--- config.mk ---
export PLATFORM = sky130hd
export DESIGN_NAME = pio_prog_loader
export DESIGN_NICKNAME = d
export VERILOG_FILES = /design/src/rtl/pio_prog_loader.sv
export SDC_FILE = /design/constraint.sdc
export NUM_CORES = 1
export LEC_CHECK = 0
export ABC_AREA = 0
export ABC_CLOCK_PERIOD_IN_PS = 6400
export CORE_UTILIZATION = 45
export CTS_CLUSTER_DIAMETER = 80
export CTS_CLUSTER_SIZE = 12
export DETAILED_ROUTE_END_ITERATION = 10
export DONT_BUFFER_PORTS = 1
export PLACE_DENSITY_LB_ADDON = 0.25
export SYNTH_ARGS = -nofsm -noshare
export SYNTH_HDL_FRONTEND = slang
export SYNTH_SLANG_ARGS = --single-unit
--- constraint.sdc ---
create_clock -name clk -period 6.4 [get_ports clk]
set_clock_uncertainty 0.2 [all_clocks]
set_input_delay 1.28 -clock clk [delete_from_list [all_inputs] [get_ports clk]]
set_output_delay 1.28 -clock clk [all_outputs]
set_load 0.005 [all_outputs]
--- src/rtl/pio_prog_loader.sv ---
// pio_prog_loader: boots the PIO block over its register port (CTRL off, INSTR_MEM fill, SM0 config, SM0 enable+restart).
// Latency: first select 2 cycles after start; each transaction takes >=1 cycle plus 1 idle cycle; N+5 writes per load.
// Backpressure: sel/RW/addr/wdata held while busy, abort with error after BUSY_TIMEOUT busy cycles; fetch waits on instr_valid.
// Build option: define PIO_LOADER_VERIFY_EN to read back every instruction word and abort on a mismatch.
module pio_prog_loader #(
    parameter logic [11:0] CTRL_ADDR      = 12'h000,
    parameter logic [11:0] INSTR_BASE     = 12'h048,
    parameter logic [11:0] CLKDIV_ADDR    = 12'h0C8,
    parameter logic [11:0] EXECCTRL_ADDR  = 12'h0CC,
    parameter logic [11:0] SHIFTCTRL_ADDR = 12'h0D0,
    parameter int          BUSY_TIMEOUT   = 255
) (
    input  logic        clk,
    input  logic        reset,
    input  logic        start,
    input  logic [5:0]  prog_len,
    input  logic [31:0] clkdiv_val,
    input  logic [31:0] execctrl_val,
    input  logic [31:0] shiftctrl_val,
    output logic        instr_req,
    output logic [4:0]  instr_idx,
    input  logic        instr_valid,
    input  logic [15:0] instr_data,
    output logic        sel,
    output logic        RW,
    output logic [11:0] addr,
    output logic [31:0] wdata,
    input  logic [31:0] rdata,
    input  logic        busy,
    output logic        loader_busy,
    output logic        done,
    output logic        error
);

    localparam int               CNT_W    = $clog2(BUSY_TIMEOUT + 1);
    localparam logic [CNT_W-1:0] CNT_LAST = CNT_W'(BUSY_TIMEOUT - 1);

    typedef enum logic [3:0] {
        IDLE, DIS, FETCH, WR_INSTR, RD_INSTR, WR_CLKDIV, WR_EXEC, WR_SHIFT, EN, DONE
    } state_t;

    state_t           state;
    state_t           nxt_state;
    logic [5:0]       n_words;
    logic [5:0]       word_idx;
    logic [31:0]      clkdiv_q;
    logic [31:0]      execctrl_q;
    logic [31:0]      shiftctrl_q;
    logic [CNT_W-1:0] busy_cnt;
    logic [11:0]      instr_addr;
    logic [11:0]      tx_addr;
    logic [31:0]      tx_wdata;
    logic             tx_rw;
    logic             last_word;
`ifdef PIO_LOADER_VERIFY_EN
    logic [15:0]      instr_word;
    // Only the low half of the readback is compared.
    logic             unused_rdata;
    assign unused_rdata = &{1'b0, rdata[31:16]};
`else
    // Without readback the slave's read data is never consulted.
    logic             unused_rdata;
    assign unused_rdata = &{1'b0, rdata};
`endif

    assign instr_idx  = word_idx[4:0];
    assign instr_addr = INSTR_BASE + {5'd0, word_idx[4:0], 2'b00};
    // word_idx never exceeds 31, so the +1 fits the 6-bit count of up to 32 words.
    assign last_word  = (word_idx + 6'd1) == n_words;

    // Per-state bus transaction contents and the step that follows its completion.
    always_comb begin
        nxt_state = IDLE;
        tx_addr   = CTRL_ADDR;
        tx_wdata  = 32'h0;
        tx_rw     = 1'b1;
        case (state)
            DIS: begin
                nxt_state = (n_words == 6'd0) ? WR_CLKDIV : FETCH;
            end
            WR_INSTR: begin
                tx_addr = instr_addr;
`ifdef PIO_LOADER_VERIFY_EN
                nxt_state = RD_INSTR;
`else
                nxt_state = last_word ? WR_CLKDIV : FETCH;
`endif
            end
            RD_INSTR: begin
                tx_addr   = instr_addr;
                tx_rw     = 1'b0;
                nxt_state = last_word ? WR_CLKDIV : FETCH;
            end
            WR_CLKDIV: begin
                tx_addr   = CLKDIV_ADDR;
                tx_wdata  = clkdiv_q;
                nxt_state = WR_EXEC;
            end
            WR_EXEC: begin
                tx_addr   = EXECCTRL_ADDR;
                tx_wdata  = execctrl_q;
                nxt_state = WR_SHIFT;
            end
            WR_SHIFT: begin
                tx_addr   = SHIFTCTRL_ADDR;
                tx_wdata  = shiftctrl_q;
                nxt_state = EN;
            end
            EN: begin
                tx_wdata  = 32'h0000_0011;
                nxt_state = DONE;
            end
            default: ;
        endcase
    end

    // Load sequencer: one bus transaction per state, one idle select cycle between transactions.
    always_ff @(posedge clk) begin
        if (reset) begin
            state       <= IDLE;
            n_words     <= 6'd0;
            word_idx    <= 6'd0;
            clkdiv_q    <= 32'h0;
            execctrl_q  <= 32'h0;
            shiftctrl_q <= 32'h0;
            busy_cnt    <= '0;
            instr_req   <= 1'b0;
            sel         <= 1'b0;
            RW          <= 1'b0;
            addr        <= 12'h0;
            wdata       <= 32'h0;
            loader_busy <= 1'b0;
            done        <= 1'b0;
            error       <= 1'b0;
`ifdef PIO_LOADER_VERIFY_EN
            instr_word  <= 16'h0;
`endif
        end else begin
            done <= 1'b0;
            case (state)
                IDLE: begin
                    if (start) begin
                        n_words     <= (prog_len > 6'd32) ? 6'd32 : prog_len;
                        clkdiv_q    <= clkdiv_val;
                        execctrl_q  <= execctrl_val;
                        shiftctrl_q <= shiftctrl_val;
                        word_idx    <= 6'd0;
                        error       <= 1'b0;
                        loader_busy <= 1'b1;
                        state       <= DIS;
                    end
                end
                FETCH: begin
                    // The instruction write launches straight from the fetch edge,
                    // keeping the idle select gap at one cycle when data is ready.
                    if (instr_req && instr_valid) begin
                        instr_req <= 1'b0;
                        sel       <= 1'b1;
                        RW        <= 1'b1;
                        addr      <= instr_addr;
                        wdata     <= {16'h0, instr_data};
                        busy_cnt  <= '0;
                        state     <= WR_INSTR;
`ifdef PIO_LOADER_VERIFY_EN
                        instr_word <= instr_data;
`endif
                    end
                end
                DONE: begin
                    done        <= 1'b1;
                    loader_busy <= 1'b0;
                    state       <= IDLE;
                end
                default: begin
                    if (!sel) begin
                        sel      <= 1'b1;
                        RW       <= tx_rw;
                        addr     <= tx_addr;
                        wdata    <= tx_wdata;
                        busy_cnt <= '0;
                    end else if (!busy) begin
                        sel   <= 1'b0;
                        state <= nxt_state;
                        if (nxt_state == FETCH) begin
                            instr_req <= 1'b1;
                            if (state != DIS) begin
                                word_idx <= word_idx + 6'd1;
                            end
                        end
`ifdef PIO_LOADER_VERIFY_EN
                        if (state == RD_INSTR && rdata[15:0] != instr_word) begin
                            instr_req   <= 1'b0;
                            error       <= 1'b1;
                            loader_busy <= 1'b0;
                            state       <= IDLE;
                        end
`endif
                    end else if (busy_cnt == CNT_LAST) begin
                        sel         <= 1'b0;
                        error       <= 1'b1;
                        loader_busy <= 1'b0;
                        state       <= IDLE;
                    end else begin
                        busy_cnt <= busy_cnt + 1'b1;
                    end
                end
            endcase
        end
    end

endmodule

==> results of run 1 <==
-- flip-flops by register name (all words and copies together), names as in the netlist, 4 cells and up --
name	cells
execctrl_q	32
shiftctrl_q	32
addr	6
wdata	32
clkdiv_q	32
word_idx	6
busy_cnt	8
n_words	6
state	4
-- final timing paths --
check                                    start              to  slack [ns]  cells after the start
worst min register to register  shiftctrl_q[1]  shiftctrl_q[1]        0.25                      2
worst min-delay path            shiftctrl_q[1]  shiftctrl_q[1]        0.25                      2
worst max-delay path                  state[1]        wdata[4]        3.13                      7
worst max register to register        state[1]        wdata[4]        3.13                      7
-- power breakdown --
part           internal [uW]  switching, uW
sequential              1100           51.5
clock                    679            417
combinational           84.7            173
-- layer usage --
metal	share of wire, %	GRT usage (%)	vias up
met5	0	0	-
met4	1.4	7.35	0
met3	8.1	7.76	16
met2	47	36.7	183
met1	44	28.7	2756
li1	-	-	2945
-- layout make-up --
class	instances	area [sq um]
clock buffers	22	464
flip-flops and latches	164	3280
clock inverters	10	171
multi-input cells	630	3380
inverters	7	26.3
repair buffers	6	45.0
fillers	1516	7600
well taps	188	235
-- critical path, cell delays in order (launching register included) --
cell	delay, ns
dfxtp_1	0.72
inv_2	0.29
nor4_4	0.91
buf_4	0.44
a222oi_1	0.18
a21oi_1	0.18
o21ai_1	0.08
a21oi_1	0.17
-- through the flow --
stage	hold WS (ns)	cell area [sq um]	power (uW)	setup WS, ns	util [%]
after detailed placement	0.240	6970	1430	3.14	45.8
after CTS	0.248	7600	2520	3.15	50.0
after floorplan	0.236	7040	1390	3.56	-
after global routing	0.268	7600	2610	2.92	50.0
after global placement	0.237	6970	1420	3.19	45.8
final	0.250	7600	2500	3.13	50.0
-- cells in the mapped netlist (4+ instances only) --
cell,number
a211oi_1,9
a21o_1,4
a21oi_1,127
a221oi_1,9
a222oi_1,32
a311oi_1,7
buf_2,17
buf_4,14
clkbuf_1,43
dfxtp_1,164
ha_1,4
inv_1,5
nand2_1,241
nand3_1,15
nand3b_1,8
nand4_1,5
nor2_1,58
nor3_1,10
nor4_1,6
o21ai_0,7
o21ai_1,13
xnor2_1,9
xor2_1,6
-- logic make-up after synthesis --
family,synth area share (%)
adder cells (fa/ha/maj),0.713
AND/OR/NAND/NOR,23.0
flip-flops,46.8
other,0.0534
XOR/XNOR,2.10
buffers and inverters,5.92
multiplexers,0.160
AO/OA/AOI/OAI,21.3
==> results.sh, run 1 <==
export IMPL_cts_sinks=164
export IMPL_ant_nets=0
export IMPL_drv_cap=0
export IMPL_ctsLongestPathBuffers=2
export IMPL_die_area_sq_um=16100
export IMPL_worst_setup_path_end_kind="flip-flop"
export IMPL_dp_cells=995
export IMPL_holdCritPathClass="reg2reg"
export IMPL_cts_tree="done"
export IMPL_drive_above_1_share_pct=6.32
export IMPL_via_per_inst=5.74
export IMPL_die_x_um=127
export IMPL_final_cell_mix="241 x nand2_1, 164 x dfxtp_1, 127 x a21oi_1"
export IMPL_clockRootBuffer="clkbuf_16"
export IMPL_syn_area_sq_um=7020
export IMPL_syn_area_per_cell_sq_um=8.03
export IMPL_antenna_found_initial=0
export IMPL_final_cells=1027
export IMPL_arrival_ns=3.42
export IMPL_ys_seq_area_share_pct=46.8
export IMPL_ir_drop_v=0.000197
export IMPL_remaining_drc_errors=0
export IMPL_synth_seq_cells=164
export IMPL_hold_viol_final=0
export IMPL_synth_top_area_share_pct=46.8
export IMPL_relSlewSlack_pct=25.5
export IMPL_finalSetupTns_ns=0
export IMPL_antennaDiodeCount=0
export IMPL_portBuffers=0
export IMPL_core_sq_um=15200
export IMPL_cp_max_fo=21
export IMPL_final_common_cell="nand2_1"
export IMPL_required_ns=6.55
export IMPL_synth_top_flop_cell="dfxtp_1"
export IMPL_h_tree_depth=4
export IMPL_ios=210
export IMPL_post_cts_resized=0
export IMPL_grt_max_degree=153
export IMPL_grt_util_all_layers_pct=22.8
export IMPL_postCtsHoldBufs=0
export IMPL_routed_wl_um=18200
export IMPL_area_growth_pct=8.36
export IMPL_run_status="complete, no violations"
export IMPL_yosys_top_cells_area="dfxtp_1 47%, nand2_1 13%, a21oi_1 9.1%"
export IMPL_rsz0062_at_grt="false"
export IMPL_place_congestion=0.853
export IMPL_cts_setup_buffers=0
export IMPL_dp_hpwl_um=11600
export IMPL_clkTransAtPathRegs_ns=0.06
export IMPL_die_h_um=127
export IMPL_worstMarginPinSlew_ns=1.11
export IMPL_floorplan_initialDensity_pct=46.2
export IMPL_synth_edff_count=0
export IMPL_ys_types=65
export IMPL_setup_worst_path_class="reg2reg"
export IMPL_grt_first_pass_wirelength_um=28800
export IMPL_fin_crit_sh_pct=51.0
export IMPL_yosysTopAreaCell="dfxtp_1"
export IMPL_synth_warnings=0
export IMPL_drt_pass1_iter_count=5
export IMPL_gr_total_overflow=0
export IMPL_first_global_vias=5422
export IMPL_clock_latency_ns=0.42
export IMPL_vias=5900
export IMPL_syn_inst=874
export IMPL_cts_buffers=17
export IMPL_power_density_nw_per_um2=329
export IMPL_p_leak_uw=0.00264
export IMPL_slew_violations=0
export IMPL_routedWlPerCell_um=17.7
export IMPL_final_nets=985
export IMPL_fp_row_count=45
export IMPL_start_kind="flip-flop"
export IMPL_fmax_mhz=306
export IMPL_initialDrtViolationCount=565
export IMPL_period_needed_ns=3.27
export IMPL_finalSetupViolations=0
export IMPL_async_flop_share_pct=0
Power figures use the tool's default switching activity.
==> run 2, diff against run 1 <==
--- a/config.mk
+++ b/config.mk
@@ -6,7 +6,7 @@
 export NUM_CORES = 1
 export LEC_CHECK = 0
 export ABC_AREA = 0
-export ABC_CLOCK_PERIOD_IN_PS = 6400
+export ABC_CLOCK_PERIOD_IN_PS = 2900
 export CORE_UTILIZATION = 45
 export CTS_CLUSTER_DIAMETER = 80
 export CTS_CLUSTER_SIZE = 12
==> constraint.sdc (replaced) <==
create_clock -name clk -period 2.9 [get_ports clk]
set_clock_uncertainty 0.2 [all_clocks]
set_input_delay 0.58 -clock clk [delete_from_list [all_inputs] [get_ports clk]]
set_output_delay 0.58 -clock clk [all_outputs]
set_load 0.005 [all_outputs]
==> results.sh, run 2 (synthesis gave the netlist of run 1 again) <==
export IMPL_cts_sinks=164
export IMPL_portBuffers=0
export IMPL_fp_row_count=45
export IMPL_core_sq_um=15200
export IMPL_area_growth_pct=10.7
export IMPL_remaining_drc_errors=0
export IMPL_hold_viol_final=0
export IMPL_r2r_slack_ns=0.31
export IMPL_rr_endpoint="wdata[24]"
export IMPL_fin_area_sq_um=7770
export IMPL_clockRootBuffer="clkbuf_16"
export IMPL_worstRegToRegCells=6
export IMPL_postCtsHoldBufs=0
export IMPL_ant_nets=0
export IMPL_antenna_found_initial=1
export IMPL_setup_worst_path_class="reg2reg"
export IMPL_floorplan_initialDensity_pct=46.2
export IMPL_ios=210
export IMPL_gr_total_overflow=0
export IMPL_ir_drop_v=0.000414
export IMPL_period_needed_ns=2.59
export IMPL_relSlewSlack_pct=36.6
export IMPL_run_status="complete, no violations"
export IMPL_fmax_mhz=387
export IMPL_cts_buffers=17
export IMPL_p_total_uw=5400
export IMPL_placed_area_sq_um=7170
export IMPL_fin_crit_sh_pct=89.1
export IMPL_power_density_nw_per_um2=695
export IMPL_worstMarginPinSlew_ns=0.947
export IMPL_final_nets=1005
export IMPL_initialDrtViolationCount=582
export IMPL_start_kind="flip-flop"
export IMPL_cts_tree="done"
export IMPL_die_area_sq_um=16100
export IMPL_die_x_um=127
export IMPL_via_per_inst=5.76
export IMPL_cp_max_fo=17
export IMPL_final_common_cell="nand2_1"
export IMPL_routed_wl_um=18500
export IMPL_clkTransAtPathRegs_ns=0.06
export IMPL_routedWlPerCell_um=17.7
export IMPL_p_leak_uw=0.00274
export IMPL_cts_setup_buffers=0
export IMPL_place_congestion=0.845
export IMPL_drt_pass1_iter_count=6
export IMPL_grt_max_degree=153
export IMPL_finalSetupViolations=0
export IMPL_holdCritStartpoint="reset"
export IMPL_drive_above_1_share_pct=8.61
export IMPL_post_cts_resized=0
export IMPL_dpl_worst_slack_ns=0.298
export IMPL_required_ns=3.04
export IMPL_finalSetupTns_ns=0
export IMPL_drv_cap=0
export IMPL_rsz0062_at_grt="false"
export IMPL_hold_ws_ns=0.0349
export IMPL_worst_setup_path_end_kind="flip-flop"
export IMPL_slew_violations=0
export IMPL_setup_slack_ns=0.315
export IMPL_h_tree_depth=4
export IMPL_ctsLongestPathBuffers=2
export IMPL_min_to="shiftctrl_q[0]"
export IMPL_die_h_um=127
export IMPL_hold_depth=1
export IMPL_grt_first_pass_wirelength_um=29200
export IMPL_vias=6032
export IMPL_grt_util_all_layers_pct=23.1
export IMPL_clock_latency_ns=0.42
export IMPL_holdCritPathClass="in2reg"
export IMPL_dp_hpwl_um=12200
export IMPL_r2r_start="state[0]"
export IMPL_first_global_vias=5575
export IMPL_final_cell_mix="241 x nand2_1, 164 x dfxtp_1, 127 x a21oi_1"
export IMPL_arrival_ns=2.73
==> run 2: changes by cell type in the layout (fill, tap and decap cells not counted), sizes merged <==
cell	before	now
clkinvlp	3	2
buf	6	26
clkinv	1	4
diode	0	1
bufinv	4	2
==> run 2: cell type report <==
class | count | area, sq um
inverters | 7 | 26.3
multi-input cells | 630 | 3380
clock inverters | 10 | 120
fillers | 1502 | 7440
diodes | 1 | 2.50
flip-flops and latches | 164 | 3280
clock buffers | 22 | 474
repair buffers | 26 | 245
well taps | 188 | 235
==> run 2: power breakdown <==
group	leakage, uW	switching [uW]	internal (uW)
clock	0.000287	913	1340
sequential	0.00134	114	2420
combinational	0.00112	391	220
total	0.00274	1420	3980
==> run 2: critical path, stage by stage (launching register included) <==
cell	delay, ns
dfxtp_1	0.68
nand3b_1	0.20
a21o_1	0.25
and2_1	0.21
nor2_1	0.73
nand2_1	0.10
o21ai_1	0.12
==> run 2: worst max-delay path by stage <==
stage | from | to | slack (ns) | cells past startpoint
floorplan | word_idx[2] | word_idx[2] | 0.59 | 8
global placement | instr_valid | wdata[25] | 0.31 | 6
detailed placement | instr_valid | wdata[16] | 0.30 | 6
CTS | state[0] | wdata[24] | 0.32 | 6
global route | state[0] | wdata[24] | 0.16 | 6
finish | state[0] | wdata[24] | 0.31 | 6
==> run 2: stage by stage <==
step,util (%),cells
6_report,51.1,1048
3_3_place_gp,47.2,1015
5_1_grt,51.1,1048
3_5_place_dp,47.2,1015
2_1_floorplan,-,879
4_1_cts,51.1,1047
==> run 2: metal layers <==
metal,wire length (um),up-vias,part of all wire [%],track usage [%]
li1,-,2992,-,-
met1,8210,2819,44,29.1
met2,8500,200,46,36.5
met3,1520,21,8.2,8.06
met4,296,0,1.6,8.33
met5,0,-,0,0
